$ cat config.mk
export PLATFORM = sky130hd
export DESIGN_NAME = ts_sched
export DESIGN_NICKNAME = d
export VERILOG_FILES = /design/src/rtl/ts_sched.sv
export SDC_FILE = /design/constraint.sdc
export NUM_CORES = 1
export LEC_CHECK = 0
export ABC_AREA = 1
export CAP_MARGIN = 20
export CORE_ASPECT_RATIO = 0.8
export CORE_MARGIN = 1
export CORE_UTILIZATION = 46
export DETAILED_ROUTE_END_ITERATION = 8
export PLACE_DENSITY = 0.91
export SYNTH_ARGS = -nofsm -noshare
export SYNTH_HDL_FRONTEND = slang
export SYNTH_SLANG_ARGS = --single-unit
$ cat constraint.sdc
create_clock -name clk -period 3.6 [get_ports clk]
set_input_delay 0.54 -clock clk [delete_from_list [all_inputs] [get_ports clk]]
set_output_delay 0.54 -clock clk [all_outputs]
set_load 0.005 [all_outputs]
$ cat src/rtl/ts_sched.sv
`default_nettype none
// ============================================================================
// Module      : ts_sched
// Description : Transmit scheduler. Accepts per-queue eligibility pulses from
//               gate control, grants one queue by strict priority
//               (Q0 > Q1 > Q2 > Q3), pops that queue's descriptor from the
//               memory block (MB) and hands it to the egress buffer manager
//               (EBM). No new grant is taken until EBM reports the packet
//               sent, or until the wait timeout expires.
// Revision    : 1.0 - initial release
// ----------------------------------------------------------------------------
// Parameters
//   PLATFORM     target vendor string; no functional effect
//   TIMEOUT_CYC  max cycles spent waiting for pkt_done (12-bit range)
// Configuration macro
//   TS_STATS_EN  when defined, adds out_ts_grant_cnt (4 x 32-bit counters)
// Ports
//   clk                   in   1   system clock
//   rst_n                 in   1   asynchronous active-low reset
//   in_ts_schedule_valid  in   4   bit i = Qi eligible (1-cycle pulse)
//   out_ts_desc_rden      out  4   bit i = pop Qi descriptor (1-cycle pulse)
//   in_ts_desc_data       in  64   Qi descriptor in [16i+15:16i], 1 cycle
//                                  after rden; {outport, pkt_len[6:0], buf_id}
//   out_ts_q2_rden        out  1   copy of out_ts_desc_rden[2]
//   out_ts_desc_wr        out  1   descriptor strobe to EBM
//   out_ts_bufid          out  8   buffer id
//   out_ts_outport        out  1   output port select
//   out_ts_pkt_len        out  7   packet length in 16-byte units
//   in_ts_ebm_ready       in   1   EBM accepts descriptor when high with wr
//   in_ts_pkt_done        in   1   packet transmission finished (pulse)
//   out_ts_err            out  1   sticky: grant dropped while busy / timeout
//   out_ts_grant_cnt      out 128  (TS_STATS_EN only) Qi count in [32i+31:32i]
// ============================================================================
module ts_sched #(
  parameter PLATFORM    = "xilinx",
  parameter TIMEOUT_CYC = 4095
) (
  input  logic        clk,
  input  logic        rst_n,
  input  logic [3:0]  in_ts_schedule_valid,
  output logic [3:0]  out_ts_desc_rden,
  input  logic [63:0] in_ts_desc_data,
  output logic        out_ts_q2_rden,
  output logic        out_ts_desc_wr,
  output logic [7:0]  out_ts_bufid,
  output logic        out_ts_outport,
  output logic [6:0]  out_ts_pkt_len,
  input  logic        in_ts_ebm_ready,
  input  logic        in_ts_pkt_done,
  output logic        out_ts_err
`ifdef TS_STATS_EN
  ,
  output logic [127:0] out_ts_grant_cnt
`endif
);

  // --------------------------------------------------------------------------
  // Constants and types
  // --------------------------------------------------------------------------
  localparam logic [12:0] c_TIMEOUT    = 13'(TIMEOUT_CYC);
  localparam logic [11:0] c_TIMEOUT_12 = 12'(TIMEOUT_CYC);

  typedef enum logic [1:0] {
    IDLE_S  = 2'd0,
    RD_S    = 2'd1,
    ISSUE_S = 2'd2,
    WAIT_S  = 2'd3
  } state_e;

  // --------------------------------------------------------------------------
  // Vendor hook: PLATFORM selects nothing functional today; the labelled
  // blocks give a place to attach vendor-specific primitives later.
  // --------------------------------------------------------------------------
  generate
    if (PLATFORM == "xilinx") begin : g_plat_xilinx
    end else begin : g_plat_generic
    end
  endgenerate

  // --------------------------------------------------------------------------
  // State and datapath registers
  // --------------------------------------------------------------------------
  state_e      state_q, state_d;
  logic [1:0]  sel_q, sel_d;
  logic [3:0]  desc_rden_q, desc_rden_d;
  logic [7:0]  bufid_q, bufid_d;
  logic        outport_q, outport_d;
  logic [6:0]  pkt_len_q, pkt_len_d;
  logic [11:0] cnt_q, cnt_d;
  logic        err_q, err_d;

  // --------------------------------------------------------------------------
  // Combinational helpers
  // --------------------------------------------------------------------------
  logic [1:0]  w_pri_sel;
  logic [15:0] w_desc;
  logic [12:0] w_cnt_inc;
  logic        w_tmo_hit;

  // Strict priority: lowest-numbered eligible queue wins.
  always_comb begin
    w_pri_sel = 2'd3;
    if (in_ts_schedule_valid[0])      w_pri_sel = 2'd0;
    else if (in_ts_schedule_valid[1]) w_pri_sel = 2'd1;
    else if (in_ts_schedule_valid[2]) w_pri_sel = 2'd2;
  end

  // Descriptor lane of the granted queue.
  always_comb begin
    w_desc = in_ts_desc_data[15:0];
    case (sel_q)
      2'd0:    w_desc = in_ts_desc_data[15:0];
      2'd1:    w_desc = in_ts_desc_data[31:16];
      2'd2:    w_desc = in_ts_desc_data[47:32];
      default: w_desc = in_ts_desc_data[63:48];
    endcase
  end

  // The counter is compared after increment so that the timeout fires on the
  // TIMEOUT_CYC-th wait cycle; the wide compare also keeps TIMEOUT_CYC=0 sane.
  assign w_cnt_inc = {1'b0, cnt_q} + 13'd1;
  assign w_tmo_hit = (w_cnt_inc >= c_TIMEOUT);

  // --------------------------------------------------------------------------
  // Next-state logic
  // --------------------------------------------------------------------------
  always_comb begin
    state_d     = state_q;
    sel_d       = sel_q;
    desc_rden_d = 4'b0000;
    bufid_d     = bufid_q;
    outport_d   = outport_q;
    pkt_len_d   = pkt_len_q;
    cnt_d       = cnt_q;
    err_d       = err_q;

    // A grant arriving while a transfer is in flight is dropped and flagged.
    if ((state_q != IDLE_S) && (in_ts_schedule_valid != 4'b0000)) begin
      err_d = 1'b1;
    end

    case (state_q)
      IDLE_S: begin
        if (in_ts_schedule_valid != 4'b0000) begin
          sel_d       = w_pri_sel;
          desc_rden_d = 4'b0001 << w_pri_sel;
          state_d     = RD_S;
        end
      end

      // RD_S spans two cycles: the first carries the pop strobe, the second
      // is when MB presents the descriptor, which is captured here.
      RD_S: begin
        if (desc_rden_q == 4'b0000) begin
          outport_d = w_desc[15];
          pkt_len_d = w_desc[14:8];
          bufid_d   = w_desc[7:0];
          state_d   = ISSUE_S;
        end
      end

      ISSUE_S: begin
        if (in_ts_ebm_ready) begin
          cnt_d   = 12'd0;
          state_d = WAIT_S;
        end
      end

      WAIT_S: begin
        // pkt_done takes precedence over a simultaneous timeout.
        if (in_ts_pkt_done) begin
          state_d = IDLE_S;
        end else if (w_tmo_hit) begin
          cnt_d   = c_TIMEOUT_12;
          err_d   = 1'b1;
          state_d = IDLE_S;
        end else begin
          cnt_d = w_cnt_inc[11:0];
        end
      end

      default: begin
        state_d = IDLE_S;
      end
    endcase
  end

  // --------------------------------------------------------------------------
  // State register
  // --------------------------------------------------------------------------
  always_ff @(posedge clk or negedge rst_n) begin
    if (!rst_n) begin
      state_q     <= IDLE_S;
      sel_q       <= 2'd0;
      desc_rden_q <= 4'b0000;
      bufid_q     <= 8'd0;
      outport_q   <= 1'b0;
      pkt_len_q   <= 7'd0;
      cnt_q       <= 12'd0;
      err_q       <= 1'b0;
    end else begin
      state_q     <= state_d;
      sel_q       <= sel_d;
      desc_rden_q <= desc_rden_d;
      bufid_q     <= bufid_d;
      outport_q   <= outport_d;
      pkt_len_q   <= pkt_len_d;
      cnt_q       <= cnt_d;
      err_q       <= err_d;
    end
  end

  // --------------------------------------------------------------------------
  // Outputs
  // --------------------------------------------------------------------------
  // desc_wr is decoded from state so an asynchronous reset drops it at once.
  assign out_ts_desc_rden = desc_rden_q;
  assign out_ts_q2_rden   = desc_rden_q[2];
  assign out_ts_desc_wr   = (state_q == ISSUE_S);
  assign out_ts_bufid     = bufid_q;
  assign out_ts_outport   = outport_q;
  assign out_ts_pkt_len   = pkt_len_q;
  assign out_ts_err       = err_q;

  // --------------------------------------------------------------------------
  // Optional per-queue grant statistics (free-running, wrap at 2^32)
  // --------------------------------------------------------------------------
`ifdef TS_STATS_EN
  generate
    for (genvar gi = 0; gi < 4; gi++) begin : g_grant_cnt
      logic [31:0] grant_cnt_q;

      always_ff @(posedge clk or negedge rst_n) begin
        if (!rst_n) begin
          grant_cnt_q <= 32'd0;
        end else if (desc_rden_q[gi]) begin
          grant_cnt_q <= grant_cnt_q + 32'd1;
        end
      end

      assign out_ts_grant_cnt[32*gi +: 32] = grant_cnt_q;
    end
  endgenerate
`endif

endmodule

`default_nettype wire
# Yosys cells after proc, flatten, opt, wreduce, memory -nomap -nowiden
# Index checks and enable logic that the tools add are counted.
op_classes:
  addsub: 1
  order_cmp: 1
  n_eq_ne: 10
  n_shift: 1
  mux: 20
  n_reduce_logical: 11
op_table:
  columns: ["op", "count"]
  rows:
  - ["case mux 16 bit (3 select lines)", 1]
  - ["2-to-1 mux 12 bit", 3]
  - ["case mux 12 bit (2 select lines)", 1]
  - ["2-to-1 mux 2 bit", 7]
  - ["adder 12 x 1 -> 13 bit, second input constant", 1]
  - ["greater-or-equal comparator 13 x 12 -> 1 bit, second input constant", 1]
  - ["2-to-1 mux 4 bit", 2]
  - ["case mux 2 bit (4 select lines)", 1]
  - ["equality test 2 bit, second input constant", 3]
  - ["!= test 2 bit, second input constant", 3]
  - ["2-to-1 mux 1 bit", 5]
  - ["equality test 2 x 1 -> 1 bit, second input constant", 2]
  - ["logical NOT 2 bit", 2]
  - ["logical NOT 4 bit", 1]
  - ["AND reduction 2 bit", 2]
  - ["AND reduction 4 bit", 1]
  - ["nonzero test 2 bit", 2]
  - ["nonzero test 4 bit", 1]
  - ["left shift 1 x 2 -> 4 bit, first input constant", 1]
  - ["!= test 3 bit, second input constant", 1]
  - ["AND reduction 3 bit", 1]
  - ["!= test 2 x 1 -> 1 bit, second input constant", 1]
  - ["logical AND 1 bit", 1]
word_totals:
  ff_bits: 37
  in_bits: 72
  output_inout_bits: 23
  wordCells: 52

# Logic depth before layout (Yosys ltp)
# Gate-level depths: netlist of the first run.
logic_depth:
  ltp_word: 6
  ltp_mapped: 14
  depth_no_buf: 14

# Worst setup path before layout of the first run
# No wires, ideal clock.
synth_path:
  path_type: "register to register"
  startpoint: "register cnt_q[1]"
  endpoint: "register cnt_q[3]"
  setup_ps: 120
  arrival_time_ps: 1512
  required_ps: 3480
  path_slack_ps: 1968
  stages_incl_launch_ff: 12
  n_path_buf: 1
  synth_period_minus_slack_ps: 1632
  cell_sequence: "dfrtp_1 ha_1 nand2_2 nor3_1 nor2_1 nand3_1 nor2_2 nand2_2 nand2_2 buf_6 o21ai_1 nand2_1"
synth_between:
  elab_chain_cells: 5
synth_lines:
  columns: ["item", "line_no", "rtl"]
  rows:
  - ["from (decl)", "89", "logic [11:0] cnt_q, cnt_d;"]
  - ["from (signal assigned)", "208", "cnt_q <= cnt_d;"]
  - ["adder 12 x 1 -> 13 bit *", "121", "assign w_cnt_inc = {1'b0, cnt_q} + 13'd1;"]
  - ["greater-or-equal comparator 13 x 12 -> 1 bit", "122", "assign w_tmo_hit = (w_cnt_inc >= c_TIMEOUT);"]
  - ["2-to-1 mux 12 bit *", "173", "end else if (w_tmo_hit) begin"]
  - ["2-to-1 mux 12 bit *", "171", "if (in_ts_pkt_done) begin"]
  - ["case mux 12 bit (2 select lines) *", "142", "case (state_q)"]
# Mark *: on every way between the ends. The rest lies on a longest branch, timed or not. The select of a mux whose other input is x is not followed.
# A chain may end at the register's enable or synchronous reset.

# Worst setup path in the final report of the first run
layout_path:
  startpoint: "register state_q[0]"
  endpoint: "register cnt_q[3]"
layout_between:
  elab_chain_cells: 3
  word_cells_on_any_way: 7
  classes_between: "4 x eq/ne; 1 x mux; 2 x reduce/logical"
layout_lines:
  columns: ["item", "line_no", "rtl"]
  rows:
  - ["from (decl)", "83", "state_e state_q, state_d;"]
  - ["from (signal assigned)", "202", "state_q <= state_d;"]
  - ["equality test 2 bit", "142", null]
  - ["!= test 2 bit (no source line) (tied with other cells)", null, null]
  - ["AND reduction 3 bit (no source line)", null, null]
# Several ways; a longest one is shown, not always the timed one.

==> flow_metrics.env, run 1 <==
export IMPL_cts_buffers=5
export IMPL_cts_setup_buffers=0
export IMPL_grt_first_pass_wirelength_um=10640
export IMPL_ys_seq_area_share_pct=41.46
export IMPL_first_iter_violations=195
export IMPL_setup_viol=0
export IMPL_power_total_w=0.001954
export IMPL_cp_end_kind="flip-flop"
export IMPL_hold_path_class="in2async"
export IMPL_p_per_area_nw_per_um2=588.7
export IMPL_synth_area_leaders="dfrtp_1 (41%), nand2_1 (21%), nand3_1 (5.6%), o21ai_0 (4.3%), inv_1 (3.9%)"
export IMPL_initial_utilization_pct=48.30
export IMPL_drive_gt1_share_pct=5.569
export IMPL_dr_total_vias=2411
export IMPL_fmax_mhz=447.8
export IMPL_place_gp_congestion=0.8874
export IMPL_leakagePower_nw=1.534
export IMPL_drt_wl_total_um=6328
export IMPL_maxSlewHeadroom_pct=31.04
export IMPL_syn2layout_area_growth_pct=48.57
export IMPL_routed_via_density=5.097
export IMPL_drv_cap=0
export IMPL_critPathRequiredTime_ps=3830
export IMPL_grt_util_all_layers_pct=26.83
export IMPL_maxSlewViolCount=0
export IMPL_cp_top_family="compound AO/OA/AOI/OAI gates"
export IMPL_critPathArrivalTime_ps=2460
export IMPL_nets=490
export IMPL_num_rows=22
export IMPL_insertion_delay_ps=290
export IMPL_synth_top_cell_area_share_pct=41.46
export IMPL_avgSynthCellArea_um2=7.001
export IMPL_syn_inst=319
export IMPL_fp_dieH_um=64.32
export IMPL_clock_sinks=37
export IMPL_die_x_um=79.91
export IMPL_cts_max_level=2
export IMPL_path_max_fanout=13
export IMPL_rsz0062_at_grt="false"
export IMPL_n_antenna_cell=0
export IMPL_grt_overflow=0
export IMPL_synth_seq_cells=37
export IMPL_die_area_um2=5139
export IMPL_netlist_area_um2=2233
export IMPL_cpMaxStageDelayCell="a31oi_1"
export IMPL_ctsHoldBuffers=0
export IMPL_syn_nets=397
export IMPL_path_clk_slew_ps=70
export IMPL_status="finished, final reports clean"
export IMPL_antenna_found_initial=0
export IMPL_drt_antenna_violating_nets=0
export IMPL_period_minus_slack_ps=2233
export IMPL_synth_top_area_cell="dfrtp_1"
export IMPL_yosysUniqueCellTypes=26
export IMPL_period_share_pct=62.03
export IMPL_hold_slack_ps=340.0
export IMPL_tightest_slew_ps=1030
export IMPL_firstDrtPassIters=5
export IMPL_dp_cells=464
export IMPL_ys_warn_count=0
export IMPL_hold_viol=0
export IMPL_grt_pass1_vias=2376
export IMPL_numPortBuffers=94
export IMPL_grt_max_degree=38
export IMPL_worstSetupStartpointType="flip-flop"
export IMPL_path_cells="inv_1 -> ha_1 -> inv_1 -> nor2_1 -> nor3_1 -> buf_4 -> a31oi_1 -> nand2_1 -> nand2_1"
export IMPL_cts_tree="yes"
export IMPL_critPathMaxStageDelay_ps=760
export IMPL_peakVddDrop_mv=0.3794
export IMPL_clockBufferDepth=2
export IMPL_final_setup_skew_ps=4.300
export IMPL_layoutNonFillerInstCount=473
export IMPL_root_buffer="clkbuf_8"
export IMPL_criticalPathCategory="reg2reg"
export IMPL_hpwlAfterDp_um=4741
export IMPL_fin_tns_setup_ps=0
export IMPL_pin_count=95
export IMPL_drc_errors=0
export IMPL_worst_path_buf_inv=3
export IMPL_cts_resized=0
export IMPL_wl_per_cell_um=13.38
export IMPL_core_region_area_um2=4624
[final timing paths]
path	endpoint	startpoint	slack, ps	cells past startpoint
worst max-delay path	cnt_q[3]$_DFFE_PN0P_	state_q[0]$_DFFE_PN0P_	1370	9
worst min-delay path	cnt_q[8]$_DFFE_PN0P_	rst_n	340	1
worst max register to register	cnt_q[3]$_DFFE_PN0P_	state_q[0]$_DFFE_PN0P_	1370	9
worst min register to register	out_ts_bufid[4]$_DFFE_PN0P_	out_ts_bufid[4]$_DFFE_PN0P_	490	2
max in group asynchronous	out_ts_err$_DFF_PN0_	rst_n	2750	1
min in group clk	out_ts_bufid[4]$_DFFE_PN0P_	out_ts_bufid[4]$_DFFE_PN0P_	490	2
[kinds of logic (layout without fill, tap and decap cells)]
kind of cell             Yosys count  after routing  share of synthesized area (%)
adder cells (fa/ha/maj)            6              6                          3.361
AND/OR/NAND/NOR                  187            187                          35.07
buffers and inverters             35            129                          6.442
AO/OA/AOI/OAI                     52             52                          12.89
flip-flops                        37             37                          41.46
XOR/XNOR                           2              2                         0.7845
[metal layers]
layer	share of wire, %	vias to the layer above	GRT usage (%)
met3	5.9	17	5.429
met4	2.5	0	10.04
met2	49	79	47.22
met1	43	1092	32.15
met5	0	-	0
li1	-	1223	-
[metrics by stage]
step | setup WS, ps | utilization [%] | cell area [um^2]
global placement | 1283 | 69.16 | 3198
global route | 1092 | 71.75 | 3318
detailed placement | 1166 | 69.40 | 3209
CTS | 1376 | 71.59 | 3311
floorplan | 1968 | - | 2233
finish | 1367 | 71.75 | 3318
[cells in the final DEF, fill, tap and decap left out, types with 2 or more instances in the layout]
master	n
ha_1	6
a21oi_1	15
nor2_2	4
clkbuf_8	7
inv_1	23
a221oi_1	6
nor3_1	5
buf_4	2
dfrtp_1	37
nand2_2	4
o21ai_1	10
nor2_4	2
clkdlybuf4s50_1	93
o21ai_0	19
nand2_1	124
nand3_1	25
nand4_1	2
nor2_1	20
[cells in the mapped netlist]
| cell | instances |
|---|---|
| o21ai_1 | 10 |
| xor2_1 | 1 |
| nor2_1 | 20 |
| o21ai_0 | 19 |
| buf_2 | 1 |
| buf_4 | 1 |
| nor3_1 | 5 |
| buf_1 | 1 |
| nor2_4 | 2 |
| nand3_1 | 25 |
| dfrtp_1 | 37 |
| a2bb2oi_1 | 1 |
| a21oi_1 | 15 |
| nand4_1 | 2 |
| nand2_1 | 124 |
| nand2_2 | 4 |
| nor2_2 | 4 |
| inv_1 | 23 |
| a31oi_1 | 1 |
| clkbuf_1 | 7 |
| a221oi_1 | 6 |
| buf_6 | 1 |
| inv_2 | 1 |
| xnor2_1 | 1 |
| ha_1 | 6 |
| nand3b_1 | 1 |
[final cells by class]
type	instances	area (um^2)
inverter	24	90.09
clock inverter	1	5.005
clock buffer	7	96.34
fill	366	1306
sequential	37	925.9
multi-input combinational	247	1164
tap	60	75.07
timing repair buffer	97	962.2
[where the power goes]
part	switching (W)	internal (W)	total [W]
sequential	0.0000896	0.000546	0.000635
clock	0.000143	0.000173	0.000316
combinational	0.000532	0.000471	0.00100
total	0.000764	0.00119	0.00195
[flip-flops by register name, summed over array words and instances, names as in the netlist]
| name | cells |
|---|---|
| cnt_q | 12 |
| out_ts_bufid | 8 |
| out_ts_desc_rden | 4 |
| out_ts_err | 1 |
| out_ts_outport | 1 |
| out_ts_pkt_len | 7 |
| sel_q | 2 |
| state_q | 2 |
Note: power is estimated with default switching activity, not from simulation.
==> run 2: changes to the inputs <==
--- a/config.mk
+++ b/config.mk
@@ -9,9 +9,9 @@
 export CAP_MARGIN = 20
 export CORE_ASPECT_RATIO = 0.8
 export CORE_MARGIN = 1
-export CORE_UTILIZATION = 46
+export CORE_UTILIZATION = 39
 export DETAILED_ROUTE_END_ITERATION = 8
-export PLACE_DENSITY = 0.91
+export PLACE_DENSITY = 0.82
 export SYNTH_ARGS = -nofsm -noshare
 export SYNTH_HDL_FRONTEND = slang
 export SYNTH_SLANG_ARGS = --single-unit
==> constraint.sdc (replaced) <==
create_clock -name clk -period 2 [get_ports clk]
set_input_delay 0.3 -clock clk [delete_from_list [all_inputs] [get_ports clk]]
set_output_delay 0.3 -clock clk [all_outputs]
set_load 0.005 [all_outputs]
==> flow_metrics.env, run 2 (same netlist as run 1, synthesis figures left out) <==
export IMPL_status="finished, final reports clean"
export IMPL_criticalPathCategory="reg2reg"
export IMPL_grt_first_pass_wirelength_um=10390
export IMPL_fmax_mhz=550.0
export IMPL_hold_path_class="reg2reg"
export IMPL_period_minus_slack_ps=1818
export IMPL_grt_max_degree=33
export IMPL_r2r_end="cnt_q[6]$_DFFE_PN0P_"
export IMPL_fin_util_pct=61.59
export IMPL_hold_slack_ps=484.5
export IMPL_num_rows=24
export IMPL_critPathArrivalTime_ps=2000
export IMPL_nets=495
export IMPL_intPower_w=0.002095
export IMPL_net_switching_power_w=0.001369
export IMPL_min_from="out_ts_err$_DFF_PN0_"
export IMPL_max_flop_register="cnt_q"
export IMPL_drt_antenna_violating_nets=0
export IMPL_period_share_pct=90.91
export IMPL_dp_slack_ps=-49.00
export IMPL_maxSlewHeadroom_pct=57.42
export IMPL_r2r_cells=10
export IMPL_swShare_pct=39.53
export IMPL_fin_ws_ps=181.7
export IMPL_dr_total_vias=2420
export IMPL_power_frac_seq_pct=33.2
export IMPL_hold_viol=0
export IMPL_setup_viol=0
export IMPL_leakagePower_nw=1.542
export IMPL_place_gp_congestion=0.8895
export IMPL_p_clk_share_pct=14.6
export IMPL_cp_end_kind="flip-flop"
export IMPL_grt_util_all_layers_pct=22.10
export IMPL_path_clk_slew_ps=70
export IMPL_cts_tree="yes"
export IMPL_core_region_area_um2=5495
export IMPL_cts_buffers=5
export IMPL_final_setup_skew_ps=3.101
export IMPL_wl_per_cell_um=12.60
export IMPL_clockBufferDepth=2
export IMPL_n_antenna_cell=0
export IMPL_insertion_delay_ps=290
export IMPL_tightest_slew_ps=636.7
export IMPL_drv_cap=0
export IMPL_routed_via_density=4.879
export IMPL_peakVddDrop_mv=0.6387
export IMPL_root_buffer="clkbuf_8"
export IMPL_maxSlewViolCount=0
export IMPL_syn2layout_area_growth_pct=51.54
export IMPL_pin_count=95
export IMPL_rrSetupSlack_ps=180
export IMPL_die_x_um=86.61
export IMPL_drt_wl_total_um=6249
export IMPL_fp_dieH_um=69.69
export IMPL_p_comb_share_pct=52.3
export IMPL_most_common_layout_cells="nand2_1 (124), clkdlybuf4s50_1 (93), dfrtp_1 (35)"
export IMPL_p_per_area_nw_per_um2=1024
export IMPL_cts_max_level=2
export IMPL_path_max_fanout=12
export IMPL_clock_sinks=37
export IMPL_numPortBuffers=94
export IMPL_firstDrtPassIters=4
export IMPL_min_path_cells=2
export IMPL_die_area_um2=6035
export IMPL_critPathRequiredTime_ps=2180
export IMPL_layout_commonest_cell="nand2_1"
export IMPL_initial_utilization_pct=40.64
export IMPL_grt_pass1_vias=2396
export IMPL_antenna_found_initial=0
export IMPL_worstSetupStartpointType="flip-flop"
export IMPL_drc_errors=0
export IMPL_largest_register_ffs=12
export IMPL_grt_overflow=0
export IMPL_r2r_start="cnt_q[1]$_DFFE_PN0P_"
export IMPL_min_delay_worst_endpoint="out_ts_err$_DFF_PN0_"
export IMPL_hpwlAfterDp_um=4723
export IMPL_first_iter_violations=165
export IMPL_drive_gt1_share_pct=7.416
==> run 2: cell types whose count changed in the layout (fill, tap and decap cells not counted), moves of 2 or more <==
cell	before	now
clkbuf_8	7	5
o21ai_1	10	12
dfrtp_2	0	2
dfrtp_1	37	35
buf_4	2	7
o21ai_0	19	17
==> run 2: metrics by stage <==
step	total power, W	area [um^2]	std cells	TNS [ps]
6_report	0.003465	3385	496	0
3_5_place_dp	0.002965	3266	487	-140.4
3_3_place_gp	0.002911	3266	487	0
5_1_grt	0.003782	3385	496	-5.035
4_1_cts	0.003498	3364	496	0
2_1_floorplan	0.002127	2233	319	0
==> run 2: worst max-delay path: stages, from the launching register on <==
cell     delay, ps
dfrtp_2        430
ha_4           170
nand2_2         90
nor3_1         290
nor2_1         100
nand3_1        100
nor2_2          40
nand2_2         80
nand2_2        170
o21ai_1        180
nand2_1         60
==> run 2: repair_timing <==
item,CTS,global route
endpoints found under the hold margin,19,0
setup buffers,0,0
resized for setup,1,8
setup endpoints to repair,4,14
hold buffers,1,0
pin swaps,0,2
==> run 2: cell type report <==
type,instances,area (um^2)
fillers,502,2111
multi-input cells,247,1187
repair buffers,102,998.5
flip-flops and latches,37,928.4
well taps,78,97.59
inverters,24,90.09
clock buffers,6,72.57
clock inverters,2,10.01
==> run 2: power groups by stage <==
stage / clock (W) / sequential, W / combinational, W
after floorplan: 0 / 0.00114 / 0.000984
after global placement: 0 / 0.00114 / 0.00178
after detailed placement: 0 / 0.00115 / 0.00182
after CTS: 0.000524 / 0.00113 / 0.00184
after global routing: 0.000555 / 0.00117 / 0.00206
final: 0.000504 / 0.00115 / 0.00181
==> run 2: per-layer routing <==
| metal | track usage [%] | share of wire, % | up-vias |
|---|---|---|---|
| met2 | 39.24 | 48 | 80 |
| met3 | 4.524 | 6.1 | 13 |
| met4 | 8.333 | 2.5 | 0 |
| li1 | - | - | 1230 |
| met5 | 0 | 0 | - |
| met1 | 26.05 | 43 | 1097 |
==> run 2: worst max path at each step <==
stage / from / end / slack (ps)
detailed placement: in_ts_ebm_ready / cnt_q[3]$_DFFE_PN0P_ / -50
floorplan: cnt_q[1]$_DFFE_PN0P_ / cnt_q[3]$_DFFE_PN0P_ / 370
global route: cnt_q[1]$_DFFE_PN0P_ / cnt_q[1]$_DFFE_PN0P_ / -5
finish: cnt_q[1]$_DFFE_PN0P_ / cnt_q[6]$_DFFE_PN0P_ / 180
global placement: in_ts_ebm_ready / cnt_q[0]$_DFFE_PN0P_ / 50
CTS: cnt_q[1]$_DFFE_PN0P_ / cnt_q[11]$_DFFE_PN0P_ / 100
